==> src/rtl/sprite_renderer.sv <==
// sprite_renderer: scanline sprite engine; fetches one bitmap row per line and shifts it out on gfx.
// Define SPRITE_RENDERER_MIRROR_EN to add the hmirror input (LSB drawn leftmost when set).
module sprite_renderer #(
   parameter int SPRITE_W  = 8,
   parameter int SPRITE_H  = 8,
   parameter int H_DISPLAY = 640,
   localparam int ROW_W    = (SPRITE_H > 1) ? $clog2(SPRITE_H) : 1
) (
   input  logic                clk,
   input  logic                reset,
   input  logic [15:0]         hpos,
   input  logic [15:0]         vpos,
   input  logic                hsync,
   input  logic [15:0]         sprite_x,
   input  logic [15:0]         sprite_y,
`ifdef SPRITE_RENDERER_MIRROR_EN
   input  logic                hmirror,
`endif
   output logic [ROW_W-1:0]    rom_addr,
   input  logic [SPRITE_W-1:0] rom_bits,
   output logic                gfx,
   output logic                in_progress
);

   localparam int PIX_W = (SPRITE_W > 1) ? $clog2(SPRITE_W) : 1;
   localparam logic [ROW_W-1:0] LAST_ROW = ROW_W'(SPRITE_H - 1);
   localparam logic [PIX_W-1:0] LAST_PIX = PIX_W'(SPRITE_W - 1);
   localparam logic [16:0]      H_LIMIT  = 17'(H_DISPLAY);

   typedef enum logic [2:0] {
      IDLE, WAIT_LOAD, LOAD_SETUP, LOAD_FETCH, WAIT_HSTART, DRAW, WAIT_END
   } state_t;

   state_t              state_q, state_d;
   logic [ROW_W-1:0]    row_q, row_d;
   logic [PIX_W-1:0]    pix_q, pix_d;
   logic [SPRITE_W-1:0] shift_q, shift_d;
   logic                gfx_q, gfx_d;
   logic                hsync_q;
   logic                load_edge;
   logic                hstart;
   logic [SPRITE_W-1:0] fetch_bits;

`ifdef SPRITE_RENDERER_MIRROR_EN
   logic [SPRITE_W-1:0] bits_rev;
   for (genvar gi = 0; gi < SPRITE_W; gi++) begin : g_rev
      assign bits_rev[gi] = rom_bits[SPRITE_W-1-gi];
   end
   assign fetch_bits = hmirror ? bits_rev : rom_bits;
`else
   assign fetch_bits = rom_bits;
`endif

   assign load_edge   = hsync_q & ~hsync;
   // sprite_x is compared live; off-screen columns never start a draw.
   assign hstart      = (hpos == sprite_x) && ({1'b0, sprite_x} < H_LIMIT);
   assign rom_addr    = row_q;
   assign gfx         = gfx_q;
   assign in_progress = (state_q != IDLE);

   always_ff @(posedge clk) begin
      if (reset) begin
         state_q <= IDLE;
         row_q   <= '0;
         pix_q   <= '0;
         shift_q <= '0;
         gfx_q   <= 1'b0;
         hsync_q <= 1'b0;
      end else begin
         state_q <= state_d;
         row_q   <= row_d;
         pix_q   <= pix_d;
         shift_q <= shift_d;
         gfx_q   <= gfx_d;
         hsync_q <= hsync;
      end
   end

   always_comb begin
      state_d = state_q;
      row_d   = row_q;
      pix_d   = pix_q;
      shift_d = shift_q;
      gfx_d   = 1'b0;
      case (state_q)
         IDLE: begin
            if (vpos == sprite_y && hpos == 16'd0) begin
               row_d   = '0;
               state_d = WAIT_LOAD;
            end
         end
         WAIT_LOAD: begin
            if (load_edge) state_d = LOAD_SETUP;
         end
         LOAD_SETUP: state_d = LOAD_FETCH;
         LOAD_FETCH: begin
            shift_d = fetch_bits;
            state_d = WAIT_HSTART;
         end
         WAIT_HSTART: begin
            // A new line began before the start column was seen: drop this row.
            if (load_edge) begin
               if (row_q == LAST_ROW) begin
                  state_d = IDLE;
               end else begin
                  row_d   = row_q + 1'b1;
                  state_d = LOAD_SETUP;
               end
            end else if (hstart) begin
               gfx_d   = shift_q[SPRITE_W-1];
               shift_d = shift_q << 1;
               pix_d   = '0;
               state_d = DRAW;
            end
         end
         DRAW: begin
            if (pix_q == LAST_PIX) begin
               state_d = WAIT_END;
            end else begin
               gfx_d   = shift_q[SPRITE_W-1];
               shift_d = shift_q << 1;
               pix_d   = pix_q + 1'b1;
            end
         end
         WAIT_END: begin
            if (row_q == LAST_ROW) begin
               state_d = IDLE;
            end else begin
               row_d   = row_q + 1'b1;
               state_d = WAIT_LOAD;
            end
         end
         default: state_d = IDLE;
      endcase
   end

endmodule
==> config.mk <==
export PLATFORM = sky130hd
export DESIGN_NAME = sprite_renderer
export DESIGN_NICKNAME = d
export VERILOG_FILES = /design/src/rtl/sprite_renderer.sv
export SDC_FILE = /design/constraint.sdc
export NUM_CORES = 1
export LEC_CHECK = 0
export CAP_MARGIN = 30
export CORE_ASPECT_RATIO = 1.75
export CORE_UTILIZATION = 42
export CTS_CLUSTER_DIAMETER = 200
export DETAILED_ROUTE_END_ITERATION = 10
export GPL_TIMING_DRIVEN = 1
export PLACE_DENSITY = 0.87
export SYNTH_ARGS = -nofsm -noshare
export SYNTH_HDL_FRONTEND = slang
export SYNTH_SLANG_ARGS = --single-unit
==> constraint.sdc <==
create_clock -name clk -period 2.9 [get_ports clk]
set_input_delay 0.435 -clock clk [delete_from_list [all_inputs] [get_ports clk]]
set_output_delay 0.435 -clock clk [all_outputs]
set_load 0.005 [all_outputs]
==> run summary, run 1 <==
status -> complete, no violations
area of the multi-input gates -> 994.7 um2
Die X -> 46.15 um
simple-gate portion of the synthesized area -> 22.01%
kind of critical path -> register to register
syn_nets -> 242
Async SR Flop Fraction -> 0%
initial antenna violation count -> 0
post-synth top area share -> 26.55%
Mapped Cells -> 163
first-pass GRT wire length -> 6520 um
Synth Register Bits -> 19
HP Class -> register to register
routed vias -> 1,535
XOR/XNOR Fraction of Synth Area -> 18.34%
FILL cells -> 259
Post-Syn Area per Cell -> 8.789 um2
Top FF cell, synth -> dfxtp_1
final setup margin -> 0.6213 ns
register area share after synthesis -> 26.55%
RSZ-0062 raised after global routing -> no
# hold bufs at CTS -> 0
Ys Warns -> 0
Nets -> 321
Root Buffer Master -> clkbuf_8
Place WS -> 0.4517 ns
Post-route DRC -> 0
H-tree Lvls -> 1
Reg power frac -> 42.9%
minimum clock period -> 2.279 ns
post-synthesis mux area share -> 5.240%
layout cell share with drive strength beyond 1 -> 4.979%
post-route setup TNS -> 0 ns
reg-to-reg slack, setup -> 0.62 ns
port bufs -> 79
Top Layer Used -> met4
TritonRoute pass-1 iters -> 4
P_int -> 474.5 uW
synth unique cells -> 38
routed len/inst -> 13.52 um
Final Skew -> 0.004659 ns
Post-DRT Antenna Nets -> 0
Layout area overhead -> 60.17%
Required @ worst endpoint -> 3.04 ns
CTS Sinks -> 19
CP startpoint kind -> register
core footprint -> 0.003209 mm2
Die Area -> 0.003658 mm2
Finish-stage setup viols -> 0
MaxCap Viol Count -> 0
Rows -> 27
total grt overflow -> 0
Met3 Wirelength -> 161 um
vias in the first global route -> 1,680
total routed wirelength -> 3841 um
post-route insts no fill -> 284
Placer Congestion -> 0.8563
clock transition at the registers of the reported paths -> 0.07 ns
Post CTS Setup Buffer Count -> 0
Post-DP Area -> 0.002250 mm2
Reg2Reg Launch Point -> pix_q[0]
worst reg2reg path depth -> 7
Max clock buf depth -> 2
initial core utilization -> 44.64%
Hold Path End -> pix_q[1]
final-report hold violation count -> 0
Iter 0 DRT Violations -> 20
Net Switching -> 135.4 uW
HPWL after DPL -> 3329 um
Clk pwr share -> 29.8%
Slowest-stage cell, CP -> o21a_1
Resized cells post-CTS -> 0
chip height -> 79.26 um
Hold Startpoint -> pix_q[1]
Register Area -> 380.4 um2
post-synth top area cell -> dfxtp_1
met2 routed WL -> 2235 um
Worst Tran Pin Value -> 0.7295 ns
CP max FO -> 10
number of inserted diodes -> 0
WP data arrival -> 2.42 ns
Slew headroom -> 51.22%
worst skew pair latency -> 0.25 ns
crit path cell chain -> ha_1, ha_1, nor3b_1, o21a_1, o2111a_2, a21o_4, mux2_4
cts bufs inserted -> 3
TritonCTS clock tree -> done
EDFF count, synth -> 0
Placed Cells -> 280
Most common cell on crit path -> ha_1
kind of end point of the critical path -> register
Post-Syn Area -> 0.001433 mm2
# IOs -> 80
via/cell ratio -> 5.405
largest family of logic cells by synthesized area -> simple AND/OR/NAND/NOR gates
Slew Limit Fails -> 0
post-synthesis compound-gate area fraction -> 20.35%
VDD IR max -> 0.0001607 V
Min-Delay Path Depth -> 1
Comb power frac -> 27.3%
Design Area, Final -> 0.002295 mm2
power density over the cells -> 265.8 mW/mm2
Max Clk Rate -> 438.8 MHz
Switching Fraction -> 22.20%
largest net degree at the start of global routing -> 21
Total GRT Usage -> 23.69%
Post-Synth Adder-Cell Area -> 3.493%
met1 WL -> 1342 um
Pleak -> 0.8417 nW
period utilization -> 78.58%
ranking of synthesized cells by area -> dfxtp_1, xor2_1, a211oi_1, xnor2_1, mux2i_1
reg2reg end -> shift_q[7]
peak per-stage delay on the critical path -> 0.36 ns
routing by layer:
layer | up-vias | global-route usage (%)
li1 | 768 | -
met1 | 699 | 21.03
met2 | 60 | 46.48
met3 | 8 | 3.409
met4 | 0 | 11.76
met5 | - | 0
worst max-delay path by stage:
stage                            from         end  slack [ns]  cells past startpoint
after global placement    sprite_x[9]  shift_q[7]        0.49                      6
after floorplan              pix_q[0]  shift_q[7]        0.95                      8
after detailed placement  sprite_x[9]  shift_q[7]        0.45                      6
final                        pix_q[0]  shift_q[7]        0.62                      7
after global routing         pix_q[0]  shift_q[7]        0.49                      7
after CTS                    pix_q[0]  shift_q[7]        0.62                      7
synthesized netlist by cell type (2+ instances only):
cell      count
dfxtp_1      19
xor2_1       18
a211oi_1     14
xnor2_1      12
a21oi_1       9
nor4_1        9
mux2i_1       6
nand2_1       6
nor2_1        6
nor2b_1       5
nor3_1        5
clkbuf_1      4
ha_1          4
inv_1         4
nand4_1       4
a32o_1        3
nand2b_1      3
nand3_1       3
o211ai_1      3
and3_1        2
buf_6         2
nand3b_1      2
nand4b_1      2
nor3b_1       2
o21a_1        2
o21ai_0       2
area by class of cell:
class | instances | share of cell area, %
timing repair buffer | 81 | 35.11
multi-input combinational | 133 | 43.35
inverter | 4 | 0.6543
sequential | 19 | 16.58
tap | 43 | 2.345
clock buffer | 4 | 1.963
worst max-delay path: cells and delay by family, from the launching register on:
family,cells,cell delay [ns]
compound gates,3,0.89
simple gates,1,0.23
flops,1,0.32
mux,1,0.30
fa+ha+maj,2,0.43
flip-flops by register name, summed over array words and instances, names as in the netlist:
| signal | count |
|---|---|
| pix_q | 3 |
| hsync_q | 1 |
| shift_q | 8 |
| gfx | 1 |
| state_q | 3 |
| rom_addr | 3 |
metrics by stage:
stage / hold slack, ns / utilization (%) / power, mW
after floorplan: 0.4730 / - / 0.3143
final: 0.5111 / 71.50 / 0.6099
after CTS: 0.5158 / 71.50 / 0.6147
after global placement: 0.4823 / 70.10 / 0.4322
after global routing: 0.5474 / 71.50 / 0.6396
after detailed placement: 0.4996 / 70.10 / 0.4352
power by group through the flow:
stage	registers [mW]	logic [mW]	clock network (mW)
2_1_floorplan	0.268	0.0467	0
3_3_place_gp	0.268	0.165	0
3_5_place_dp	0.268	0.168	0
6_report	0.262	0.167	0.182
5_1_grt	0.261	0.180	0.198
4_1_cts	0.262	0.168	0.185
logic make-up after synthesis:
kind of cell / Yosys count
multiplexers: 7
flip-flops: 19
XOR/XNOR: 30
AO/OA/AOI/OAI: 39
buffers and inverters: 11
AND/OR/NAND/NOR: 53
adder cells (fa/ha/maj): 4
cell usage in the layout (no fill, tap or decap), drive strengths merged, types with 2 or more instances in the layout:
cell | synthesis | final
a211oi | 14 | 14
a21oi | 9 | 9
a32o | 3 | 3
and3 | 2 | 2
buf | 3 | 2
clkbuf | 4 | 4
clkdlybuf4s50 | 0 | 79
dfxtp | 19 | 19
ha | 4 | 4
inv | 4 | 4
mux2i | 6 | 6
nand2 | 6 | 6
nand2b | 3 | 3
nand3 | 3 | 3
nand3b | 2 | 2
nand4 | 4 | 4
nand4b | 2 | 2
nor2 | 6 | 6
nor2b | 6 | 6
nor3 | 6 | 6
nor3b | 2 | 2
nor4 | 9 | 9
o211ai | 3 | 3
o21a | 2 | 2
o21ai | 2 | 2
xnor2 | 12 | 12
xor2 | 18 | 18
Power figures use the tool's default switching activity.
==> inputs of run 2 (changes only) <==
--- a/config.mk
+++ b/config.mk
@@ -7,11 +7,11 @@
 export LEC_CHECK = 0
 export CAP_MARGIN = 30
 export CORE_ASPECT_RATIO = 1.75
-export CORE_UTILIZATION = 42
+export CORE_UTILIZATION = 39
 export CTS_CLUSTER_DIAMETER = 200
 export DETAILED_ROUTE_END_ITERATION = 10
 export GPL_TIMING_DRIVEN = 1
-export PLACE_DENSITY = 0.87
+export PLACE_DENSITY = 0.81
 export SYNTH_ARGS = -nofsm -noshare
 export SYNTH_HDL_FRONTEND = slang
 export SYNTH_SLANG_ARGS = --single-unit
==> constraint.sdc (replaced) <==
create_clock -name clk -period 2.3 [get_ports clk]
set_input_delay 0.345 -clock clk [delete_from_list [all_inputs] [get_ports clk]]
set_output_delay 0.345 -clock clk [all_outputs]
set_load 0.005 [all_outputs]
==> run 2 against run 1 <==
Net effect: clock-buffer cell count down 1; register-to-register slack got worse by 0.24 ns; global-route usage down 0.99 points; non-clock buffer count grew 4; core utilization decreased by 3.7 points; flip-flop and latch count unchanged; die area rose by 7.4%; worst setup slack lost 0.30 ns; largest cell class unchanged; highest routed layer unchanged.
==> run summary, run 2 (synthesis results as in run 1) <==
Total GRT Usage -> 22.69% (-0.99 points)
via/cell ratio -> 5.176 (-4.2%)
core footprint -> 0.003433 mm2 (+7.0%)
Root Buffer Master -> clkbuf_8
Layout area overhead -> 62.53%
power density over the cells -> 333.0 mW/mm2 (+25%)
crit path cell chain -> clkdlybuf4s50_1, a211o_1, a211oi_1, o2111a_2, a21o_4, mux2_4
kind of critical path -> input port to register
post-route setup TNS -> 0 ns (unchanged)
Buf/Inv on CP -> 1 (+1)
Post-route DRC -> 0 (unchanged)
minimum clock period -> 1.978 ns
Slew Limit Fails -> 0 (unchanged)
clock transition at the registers of the reported paths -> 0.08 ns (about the same)
number of flip-flops in the largest register -> 8 (unchanged)
commonest non-fill, non-tap cell in the layout -> clkdlybuf4s50_1
VDD IR max -> 0.0002428 V (+51%)
CP startpoint -> sprite_x[9]
WP data arrival -> 2.13 ns (-0.29 ns)
port bufs -> 79 (unchanged)
Die Area -> 0.003929 mm2 (+7.4%)
period utilization -> 85.98%
Nets -> 325 (+1.2%)
# hold bufs at CTS -> 0 (unchanged)
Net Switching -> 178.9 uW (+32%)
Reg power frac -> 42.5% (-0.4 points)
CP max FO -> 7 (-3)
chip height -> 82.18 um (+3.7%)
Worst Tran Pin Value -> 0.5728 ns (-0.1567 ns)
initial core utilization -> 41.73% (-2.9 points)
status -> complete, no violations
Placer Congestion -> 0.7878 (-8.0%)
first-pass GRT wire length -> 6548 um (+0.43%)
HP Class -> register to register
MaxCap Viol Count -> 0 (unchanged)
P_int -> 596.6 uW (+26%)
Post-DRT Antenna Nets -> 0 (unchanged)
routed vias -> 1,501 (-2.2%)
layout cell share with drive strength beyond 1 -> 6.939% (+2.0 points)
Final Skew -> 0.005158 ns (+0.0004989 ns)
CTS Sinks -> 19 (unchanged)
Slowest-stage cell, CP -> clkdlybuf4s50_1
Top Family by Delay on Critical Path -> compound AO/OA/AOI/OAI gates
Design Area, Final -> 0.002328 mm2 (+1.5%)
Slew headroom -> 61.69% (+10 points)
worst skew pair latency -> 0.26 ns (about the same)
Die X -> 47.82 um (+3.6%)
HPWL after DPL -> 3465 um (+4.1%)
number of inserted diodes -> 0 (unchanged)
RSZ-0062 raised after global routing -> no
# IOs -> 80 (unchanged)
Resized cells post-CTS -> 0 (unchanged)
Finish-stage setup viols -> 0 (unchanged)
Pleak -> 0.8656 nW (+2.8%)
Comb power frac -> 27.3% (about the same)
largest net degree at the start of global routing -> 16 (-24%)
cts bufs inserted -> 3 (unchanged)
commonest cells after routing, fill and taps aside -> clkdlybuf4s50_1, dfxtp_1, xor2_1
H-tree Lvls -> 1 (unchanged)
peak per-stage delay on the critical path -> 0.45 ns (+0.09 ns)
Post CTS Setup Buffer Count -> 0 (unchanged)
final-report hold violation count -> 0 (unchanged)
Iter 0 DRT Violations -> 45 (+130%)
Hold Startpoint -> pix_q[1]
Max clock buf depth -> 2 (unchanged)
TritonRoute pass-1 iters -> 4 (unchanged)
largest register by flop count -> shift_q
Rows -> 28 (+3.7%)
TritonCTS clock tree -> done
kind of end point of the critical path -> register
Required @ worst endpoint -> 2.45 ns (-0.59 ns)
vias in the first global route -> 1,567 (-6.7%)
Max Clk Rate -> 505.7 MHz
Switching Fraction -> 23.06% (+0.86 points)
CP startpoint kind -> input port
total grt overflow -> 0 (unchanged)
routed len/inst -> 14.07 um (+4.0%)
initial antenna violation count -> 0 (unchanged)
Reg2Reg Launch Point -> pix_q[0]
Post-DP Area -> 0.002282 mm2 (+1.4%)
Clk pwr share -> 30.2% (+0.4 points)
total routed wirelength -> 4080 um (+6.2%)
run 2: cell types whose count changed in the layout (fill, tap and decap cells not counted), sizes merged:
cell | before | now
clkinv | 0 | 1
buf | 2 | 6
clkbuf | 4 | 3
run 2: metal layers:
layer	track usage, %	part of all wire (%)	vias up	wire, um
li1	-	-	774	-
met1	22.12	35	670	1430
met2	44.46	59	49	2421
met3	2.609	2.9	8	119
met4	8.611	2.7	0	109
met5	0	0	-	0
run 2: cell type report:
class / count / area [um2]
fill: 313 / 1105
multi-input combinational: 133 / 994.7
timing repair buffer: 85 / 835.8
sequential: 19 / 380.4
tap: 45 / 56.30
clock buffer: 3 / 41.29
inverter: 4 / 15.01
clock inverter: 1 / 5.005
run 2: worst paths after layout:
check | cells past startpoint | endpoint | slack [ns]
worst max-delay path | 6 | shift_q[7] | 0.32
worst min-delay path | 1 | pix_q[1] | 0.51
worst max register to register | 7 | shift_q[7] | 0.38
worst min register to register | 1 | pix_q[1] | 0.51
run 2: worst reg2reg max path, delay by kind of cell, from the launching register on:
family | cells | cell delay [ns]
mux | 1 | 0.29
flops | 1 | 0.35
compound gates | 3 | 0.70
simple gates | 1 | 0.07
fa+ha+maj | 2 | 0.39
run 2: power by group through the flow:
stage	sequential [mW]	clock, mW	combinational, mW
finish	0.330	0.234	0.212
global route	0.330	0.254	0.226
CTS	0.330	0.236	0.214
detailed placement	0.337	0	0.213
global placement	0.337	0	0.210
floorplan	0.337	0	0.0589
run 2: metrics by stage:
stage                     worst slack, ns  util [%]  hold slack, ns  power, mW  cells
after floorplan                    0.3501         -          0.4730     0.3963    163
after global placement            0.08264     66.47          0.4830     0.5472    286
after detailed placement          0.07264     66.47          0.4907     0.5502    286
after CTS                          0.3304     67.82          0.5098     0.7793    290
after global routing               0.2346     67.82          0.5289     0.8094    290
final                              0.3224     67.82          0.5082     0.7755    290
